**src/rtl/uart_rx_points_parser.sv**
```systemverilog
// uart_rx_points_parser: parses the 37-byte "ST" + 8x(H,V) + "END" point
// frame from a UART byte stream, publishes all points atomically on a good
// frame and flags frames that end in a bad trailer or stall mid-frame.
module uart_rx_points_parser #(
    parameter int TIMEOUT_CYCLES = 20000
) (
    input  logic        CLK,
    input  logic        RESET,
    input  logic        RX_DV,
    input  logic [7:0]  RX_BYTE,
    output logic [15:0] POINTS_H_0,
    output logic [15:0] POINTS_H_1,
    output logic [15:0] POINTS_H_2,
    output logic [15:0] POINTS_H_3,
    output logic [15:0] POINTS_H_4,
    output logic [15:0] POINTS_H_5,
    output logic [15:0] POINTS_H_6,
    output logic [15:0] POINTS_H_7,
    output logic [15:0] POINTS_V_0,
    output logic [15:0] POINTS_V_1,
    output logic [15:0] POINTS_V_2,
    output logic [15:0] POINTS_V_3,
    output logic [15:0] POINTS_V_4,
    output logic [15:0] POINTS_V_5,
    output logic [15:0] POINTS_V_6,
    output logic [15:0] POINTS_V_7,
    output logic        PKT_VALID,
    output logic        PKT_ERR,
    output logic [15:0] PKT_CNT,
    output logic [7:0]  ERR_CNT
);
    localparam int TW = $clog2(TIMEOUT_CYCLES) + 1;
    // Expiry fires on the idle cycle that moves the counter to TIMEOUT_CYCLES-1.
    localparam logic [TW-1:0] T_LAST = TW'(TIMEOUT_CYCLES - 2);

    localparam logic [2:0] IDLE    = 3'd0;
    localparam logic [2:0] HDR_T   = 3'd1;
    localparam logic [2:0] PAYLOAD = 3'd2;
    localparam logic [2:0] TRL_E   = 3'd3;
    localparam logic [2:0] TRL_N   = 3'd4;
    localparam logic [2:0] TRL_D   = 3'd5;

    localparam logic [7:0] C_S = 8'h53;
    localparam logic [7:0] C_T = 8'h54;
    localparam logic [7:0] C_E = 8'h45;
    localparam logic [7:0] C_N = 8'h4E;
    localparam logic [7:0] C_D = 8'h44;

    logic [2:0]           state;
    logic [4:0]           idx;
    logic [TW-1:0]        tcnt;
    logic [31:0][7:0]     shadow;
    logic [7:0][15:0]     pts_h;
    logic [7:0][15:0]     pts_v;

    logic [7:0] trl_exp;
    logic       in_trl;
    logic       mismatch;
    logic       timeout;
    logic       commit;
    logic       err_now;

    // Trailer byte expected in the current state, and the frame-level events.
    always_comb begin
        trl_exp = C_E;
        in_trl  = 1'b0;
        case (state)
            TRL_E:   begin trl_exp = C_E; in_trl = 1'b1; end
            TRL_N:   begin trl_exp = C_N; in_trl = 1'b1; end
            TRL_D:   begin trl_exp = C_D; in_trl = 1'b1; end
            default: begin trl_exp = C_E; in_trl = 1'b0; end
        endcase
        mismatch = RX_DV && in_trl && (RX_BYTE != trl_exp);
        // A byte arriving on the expiry cycle keeps the frame alive.
        timeout  = !RX_DV && (state != IDLE) && (tcnt == T_LAST);
        commit   = RX_DV && (state == TRL_D) && (RX_BYTE == C_D);
        err_now  = mismatch || timeout;
    end

    // Frame state machine and payload capture into the shadow buffer.
    always_ff @(posedge CLK) begin
        if (RESET) begin
            state  <= IDLE;
            idx    <= '0;
            shadow <= '0;
        end else if (RX_DV) begin
            case (state)
                IDLE:  if (RX_BYTE == C_S) state <= HDR_T;
                HDR_T: begin
                    if (RX_BYTE == C_T) begin
                        state <= PAYLOAD;
                        idx   <= '0;
                    end else if (RX_BYTE != C_S) begin
                        state <= IDLE;
                    end
                end
                PAYLOAD: begin
                    shadow[idx] <= RX_BYTE;
                    idx         <= idx + 5'd1;
                    if (idx == 5'd31) state <= TRL_E;
                end
                TRL_E, TRL_N, TRL_D: begin
                    if (mismatch)
                        state <= (RX_BYTE == C_S) ? HDR_T : IDLE;
                    else if (state == TRL_E)
                        state <= TRL_N;
                    else if (state == TRL_N)
                        state <= TRL_D;
                    else
                        state <= IDLE;
                end
                default: state <= IDLE;
            endcase
        end else if (timeout) begin
            state <= IDLE;
        end
    end

    // Inter-byte stall counter: runs only while a frame is in progress.
    always_ff @(posedge CLK) begin
        if (RESET || RX_DV || state == IDLE || timeout)
            tcnt <= '0;
        else
            tcnt <= tcnt + TW'(1);
    end

    // Status pulses, counters and the atomic point update on commit.
    always_ff @(posedge CLK) begin
        if (RESET) begin
            PKT_VALID <= 1'b0;
            PKT_ERR   <= 1'b0;
            PKT_CNT   <= '0;
            ERR_CNT   <= '0;
            pts_h     <= '0;
            pts_v     <= '0;
        end else begin
            PKT_VALID <= commit;
            PKT_ERR   <= err_now;
            if (commit) begin
                PKT_CNT <= PKT_CNT + 16'd1;
                for (int i = 0; i < 8; i++) begin
                    pts_h[i] <= {shadow[4*i],     shadow[4*i+1]};
                    pts_v[i] <= {shadow[4*i + 2], shadow[4*i+3]};
                end
            end
            if (err_now && ERR_CNT != 8'hFF)
                ERR_CNT <= ERR_CNT + 8'd1;
        end
    end

    assign POINTS_H_0 = pts_h[0];
    assign POINTS_H_1 = pts_h[1];
    assign POINTS_H_2 = pts_h[2];
    assign POINTS_H_3 = pts_h[3];
    assign POINTS_H_4 = pts_h[4];
    assign POINTS_H_5 = pts_h[5];
    assign POINTS_H_6 = pts_h[6];
    assign POINTS_H_7 = pts_h[7];
    assign POINTS_V_0 = pts_v[0];
    assign POINTS_V_1 = pts_v[1];
    assign POINTS_V_2 = pts_v[2];
    assign POINTS_V_3 = pts_v[3];
    assign POINTS_V_4 = pts_v[4];
    assign POINTS_V_5 = pts_v[5];
    assign POINTS_V_6 = pts_v[6];
    assign POINTS_V_7 = pts_v[7];
endmodule

```
**config.mk**
```make
export PLATFORM = sky130hd
export DESIGN_NAME = uart_rx_points_parser
export DESIGN_NICKNAME = d
export VERILOG_FILES = /design/src/rtl/uart_rx_points_parser.sv
export SDC_FILE = /design/constraint.sdc
export NUM_CORES = 1
export LEC_CHECK = 0
export ABC_AREA = 1
export CAP_MARGIN = 20
export CORE_MARGIN = 1.5
export CORE_UTILIZATION = 51
export CTS_BUF_LIST = sky130_fd_sc_hd__clkbuf_4 sky130_fd_sc_hd__clkbuf_8
export CTS_CLUSTER_SIZE = 10
export DETAILED_ROUTE_END_ITERATION = 12
export PLACE_DENSITY = 0.8
export SYNTH_ARGS = -nofsm -noshare
export SYNTH_HDL_FRONTEND = slang
export SYNTH_SLANG_ARGS = --single-unit
```
**constraint.sdc**
```tcl
create_clock -name CLK -period 1.7 [get_ports CLK]
set_input_delay 0.17 -clock CLK [delete_from_list [all_inputs] [get_ports CLK]]
set_output_delay 0.17 -clock CLK [all_outputs]
set_load 0.005 [all_outputs]
```
==> impl_metrics.tcl, run 1 <==
set metrics [dict create \
    status "complete, but fails checks" \
    violations "negative setup slack" \
    final_cells 3436 \
    post_dp_cell_area_um2 24500 \
    totalWireLength_mm 63.4 \
    clock_path_buffers 3 \
    arrival_ps 2370 \
    hp-class "reg -> reg" \
    max_slew.worst_pin.slew_ps 682 \
    fin_worst_skew_ps 31.6 \
    path_max_fanout 11 \
    powerDensity_nw_per_um2 925 \
    gr-total-overflow 0 \
    grt_first_pass_wirelength_mm 91.6 \
    cts_tree "done" \
    path_class "reg -> reg" \
    leakage_nw 12.1 \
    drive_gt1_frac 0.236 \
    syn_avg_cell_area_um2 8.22 \
    ys_types 31 \
    gp_congestion 0.884 \
    finalSetupTns_ps -2440 \
    ant_nets 0 \
    setup_violations 100 \
    fin_ws_ps -93.7 \
    dp_hpwl_mm 35.9 \
    worstSetupEndpointType "register" \
    cp-start-kind "register" \
    design.die.area_um2 40300 \
    hold_viol_final 0 \
    drc 0 \
    fp-row-count 72 \
    dp_cells 3205 \
    routedWlPerCell_um 18.4 \
    antenna_cells 0 \
    via_per_inst 5.56 \
    max_slew_margin 0.545 \
    regToRegSetupSlack_ps -90 \
    drt_iter0_drc 1496 \
    vias 19100 \
    synth.area.top_cells "dfxtp_1 (56%), o21ai_0 (13%), nor2_1 (11%), a21oi_1 (7.5%), clkbuf_1 (2.1%)" \
    core_area_um2 38600 \
    maxCapViolCount 0 \
    ys_warn_count 0 \
    numCtsBuffers 89 \
    insertion_delay_ps 650 \
    period_share 1.06 \
    required_ps 2270 \
    cts.sinks 562 \
    ios 293 \
    port-buffer-count 292 \
    cts_root_buffer "clkbuf_8" \
    netlist_instances 2423 \
    yosysTopAreaCellShare 0.565 \
    synthesis.area_um2 19900 \
    htree_levels 3 \
    antenna_found_initial 0 \
    synth_nets 2443 \
    grt_max_degree 95 \
    synth_seq_cells 562 \
    power_w 0.0264 \
    first_pass_iters 6 \
    grt_usage 0.280 \
    final_area_um2 28500 \
    path_clk_slew_ps 60 \
    num-fill-cells 2621 \
    top_register "shadow" \
    cts_hold_buffers 0 \
    die_x_um 201 \
    largest_reg_flops 256 \
    area_growth_pct 43.3 \
    fp.dieH_um 201 \
    grt_setup_unrepaired "yes" \
    synth_top_area_cell "dfxtp_1" \
    slew_viol_final 0 \
    fmax_mhz 557 \
    ir_drop_v 0.000826 \
    min_period_ps 1790 \
    grt_pass1_vias 18000 \
    final_nets 2867 \
    seq_area_frac_synth 0.565 \
    initial_core_util 0.517 \
]
## stage by stage
stage	worst slack, ps	hold WS (ps)	utilization
after global routing	-188	445	0.740
after CTS	-45.7	403	0.699
after global placement	-386	424	0.636
after floorplan	95.1	330	-
after detailed placement	-425	450	0.636
final	-93.7	425	0.740
## cells in the final DEF (no fill, tap or decap), types with 7 or more instances in the layout
cell and n:
a21oi_1 252, a21oi_2 46, buf_12 60, buf_4 107
buf_6 21, clkbuf_16 22, clkbuf_4 31, clkbuf_8 118
clkdlybuf4s50_1 142, clkinv_2 9, dfxtp_1 453, dfxtp_2 100
dfxtp_4 9, dlygate4sd2_1 99, dlymetal6s2s_1 51, ha_1 7
inv_1 55, inv_2 14, nand2_1 89, nand3_1 26
nand4_1 9, nor2_1 555, nor2_4 35, nor3_1 18
o21ai_0 328, o21ai_1 124, o21ai_2 65, o21ai_4 15
## worst max-delay path: stages, from the launching register on
cell     delay, ps
dfxtp_4        360
nor2_4         140
inv_2           60
nor3_4         180
buf_12         160
buf_12         130
nand2_8         90
nor2_4         130
buf_12         150
buf_4          110
o21ai_0         70
a21oi_1        130
## logic make-up (layout without fill, tap and decap cells)
group | count (synthesis) | in the layout | synth area share
xor gates and xnor gates | 9 | 9 | 0.00396
and+or+nand+nor | 759 | 761 | 0.162
AOI/OAI and AO/OA | 832 | 832 | 0.209
adders and majority gates | 9 | 9 | 0.00565
DFF | 562 | 562 | 0.565
buffers and inverters | 252 | 745 | 0.0549
## routing by layer
metal	vias to the layer above	share of wire	GRT usage
li1	8948	-	-
met1	9104	0.40	0.345
met2	862	0.49	0.471
met3	178	0.069	0.0575
met4	0	0.037	0.131
met5	-	0	0
## worst paths after layout
path / endpoint / cells past startpoint / start
worst max-delay path: shadow[56] / 11 / state[2]
worst min-delay path: tcnt[0] / 1 / tcnt[0]
worst max register to register: shadow[56] / 11 / state[2]
worst min register to register: tcnt[0] / 1 / tcnt[0]
## cell type report
type	instances	area, µm²	area share
repair buffers	508	5860	0.205
clock buffers	149	1860	0.0650
flip-flops and latches	562	11400	0.400
well taps	518	648	0.0227
inverters	75	302	0.0106
multi-input cells	1611	8350	0.293
clock inverters	13	121	0.00425
## cell usage after synthesis
cell / instances
dfxtp_1: 562
nor2_1: 562
o21ai_0: 501
a21oi_1: 298
clkbuf_1: 113
nand2_1: 95
inv_1: 67
buf_2: 35
o21ai_1: 31
nand3_1: 29
nor2_4: 25
buf_4: 24
nor3_1: 20
ha_1: 9
nand4_1: 9
nor2_2: 8
inv_2: 6
xor2_1: 6
buf_1: 3
nand2_8: 3
xnor2_1: 3
buf_6: 2
clkinv_1: 2
nor4_1: 2
o21a_1: 2
and3_1: 1
nand2_2: 1
nand3b_1: 1
nor3_4: 1
nor3b_1: 1
or3_1: 1
## timing repair
| item | CTS | global route |
|---|---|---|
| gates resized for setup | 281 | 370 |
| pin swaps | 9 | 41 |
| gates cloned | 4 | 24 |
| endpoints found under the setup margin | 557 | 566 |
| setup buffers | 21 | 20 |
## report_power, final
part	leakage (nW)	switching, W	total (W)	internal, W
registers	4.58	0.00000296	0.0132	0.0132
clock network	1.06	0.00527	0.0125	0.00718
logic	6.42	0.000548	0.000790	0.000242
total	12.1	0.00582	0.0264	0.0206
No activity file was read; power rests on OpenSTA's default activity.
==> run 2: changes to the inputs <==
clock period = 1.6 ns   (was 1.7 ns; I/O delays follow)
==> run 2 against run 1 <==
Compared with the run above:
- critical endpoint is now POINTS_V_6[0]
- the run still ends with negative setup slack left
- worst setup slack got worse by 220 ps
- sequential cell count unchanged
- design area grew 4.8%
==> impl_metrics.tcl, run 2 (synthesized netlist as in run 1, its figures left out) <==
set metrics [dict create \
    wl_met3_mm 5.77 \
    p_int_w 0.0213 \
    grt_usage 0.282 \
    max_slew.worst_pin.slew_ps 752 \
    r2r_end "POINTS_V_6[0]" \
    swShare 0.234 \
    antenna_found_initial 0 \
    hp-class "in -> reg" \
    p_comb_frac 0.034 \
    violations "negative setup slack" \
    ir_drop_v 0.000803 \
    p_sw_w 0.00650 \
    min_period_ps 1910 \
    path_clk_slew_ps 70 \
    largest_reg_flops 256 \
    gp_congestion 0.880 \
    final_cell_mix "nor2_1 (513), dfxtp_1 (499), o21ai_0 (276)" \
    status "complete, but fails checks" \
    power_w 0.0278 \
    ios 293 \
    fin_hold_ws_ps 356 \
    p_seq_frac 0.503 \
    port-buffer-count 292 \
    reg2reg_depth 9 \
    drc 0 \
    ant_nets 0 \
    m1WireLength_mm 27.2 \
    cts.sinks 562 \
    fin_ws_ps -314 \
    met2_length_mm 35.5 \
    top_register "shadow" \
    drt_iter0_drc 1699 \
    holdPathEnd "PKT_CNT[7]" \
    arrival_ps 2420 \
    core_area_um2 38600 \
    cts_tree "done" \
    vias 20000 \
    fp.dieH_um 201 \
    numCtsBuffers 88 \
    path_class "reg -> reg" \
    grt_pass1_vias 17800 \
    required_ps 2100 \
    grt_max_degree 88 \
    seq_area_um2 11300 \
    cts_root_buffer "clkbuf_8" \
    dp_hpwl_mm 35.8 \
    min_from "RESET" \
    final_common_cell "nor2_1" \
    grt_setup_unrepaired "yes" \
    post_dp_cell_area_um2 24700 \
    routedWlPerCell_um 20.6 \
    first_pass_iters 5 \
    antenna_cells 0 \
    multi_input_area_um2 8940 \
    preCtsSetupSlack_ps -614 \
    path_max_fanout 22 \
    clock_path_buffers 3 \
    slew_viol_final 0 \
    period_share 1.20 \
    cp-start-kind "register" \
    fin_worst_skew_ps 36.4 \
    design.die.area_um2 40300 \
    totalWireLength_mm 71.7 \
    max_slew_margin 0.498 \
    cts_hold_buffers 0 \
    via_per_inst 5.77 \
    grt_first_pass_wirelength_mm 91.7 \
    hold_path_depth 4 \
    setup_violations 737 \
    top_layer "met4" \
    hold_viol_final 0 \
    fp-row-count 72 \
    insertion_delay_ps 670 \
    drive_gt1_frac 0.274 \
    clockPowerShare 0.463 \
    die_x_um 201 \
    htree_levels 3 \
    num-fill-cells 2295 \
    regToRegSetupSlack_ps -310 \
    maxCapViolCount 0 \
    finalSetupTns_ps -81760 \
    area_growth_pct 50.1 \
    leakage_nw 12.1 \
    regToRegStartpoint "state[1]" \
    powerDensity_nw_per_um2 929 \
    worstSetupEndpointType "register" \
    fmax_mhz 523 \
    initial_core_util 0.517 \
    final_nets 2908 \
    gr-total-overflow 0 \
    final_area_um2 29900 \
]
[run 2: cell count changes in the layout (fill, tap and decap cells not counted), moves of 15 or more]
cell | previous run | this run
a21oi_1 | 252 | 222
a21oi_2 | 46 | 73
buf_12 | 60 | 77
clkbuf_8 | 118 | 103
clkdlybuf4s50_1 | 142 | 216
dfxtp_1 | 453 | 499
dfxtp_2 | 100 | 55
dlygate4sd2_1 | 99 | 26
nor2_1 | 555 | 513
nor2_2 | 6 | 27
nor2_4 | 35 | 55
o21ai_0 | 328 | 276
o21ai_2 | 65 | 119
[run 2: how the worst max path moves through the flow]
stage / slack, ps / end / start / cells after the start
2_1_floorplan: 3 / shadow[229] / state[2] / 10
3_3_place_gp: -530 / shadow[202] / RX_DV / 9
3_5_place_dp: -610 / shadow[3] / RX_DV / 8
4_1_cts: -210 / shadow[131] / state[2] / 10
5_1_grt: -380 / shadow[135] / state[1] / 10
6_report: -310 / POINTS_V_6[0] / state[1] / 9
[run 2: stage by stage]
stage,std cells,utilization
global route,3471,0.776
global placement,3223,0.641
finish,3471,0.776
detailed placement,3223,0.641
CTS,3418,0.712
floorplan,2423,-
[run 2: timing repair]
item                       in CTS  in global routing
gates resized for setup       215                553
gates cloned                    8                 35
pin swaps                      28                 81
buffers inserted               33                 21
setup endpoints to repair     822                806
[run 2: cell type report]
type	instances	area share
Clock inverter	24	0.00740
Clock buffer	131	0.0544
Timing Repair Buffer	552	0.228
Tap cell	518	0.0217
Sequential cell	562	0.379
Multi-Input combinational cell	1609	0.299
Inverter	75	0.00999
[run 2: critical path, cell delays in order (launching register included)]
cell and delay [ps]:
dfxtp_4 360, inv_4 70, nand4_1 130, nor2_2 150, nand2_4 110, buf_12 150, buf_12 150, buf_12 160
o21ai_0 290, nor2_1 140
[run 2: power by group through the flow]
stage / Sequential [W] / Clock (W) / Combinational, W
final: 0.0140 / 0.0129 / 0.000948
after global routing: 0.0140 / 0.0135 / 0.000998
after CTS: 0.0140 / 0.0127 / 0.000808
after detailed placement: 0.0143 / 0 / 0.000787
after global placement: 0.0143 / 0 / 0.000770
after floorplan: 0.0143 / 0 / 0.000410
[run 2: per-layer routing]
| metal | track usage | vias to the layer above |
|---|---|---|
| met3 | 0.0494 | 251 |
| met2 | 0.474 | 1147 |
| met4 | 0.137 | 0 |
| met1 | 0.350 | 9573 |
| li1 | - | 9063 |
| met5 | 0 | - |
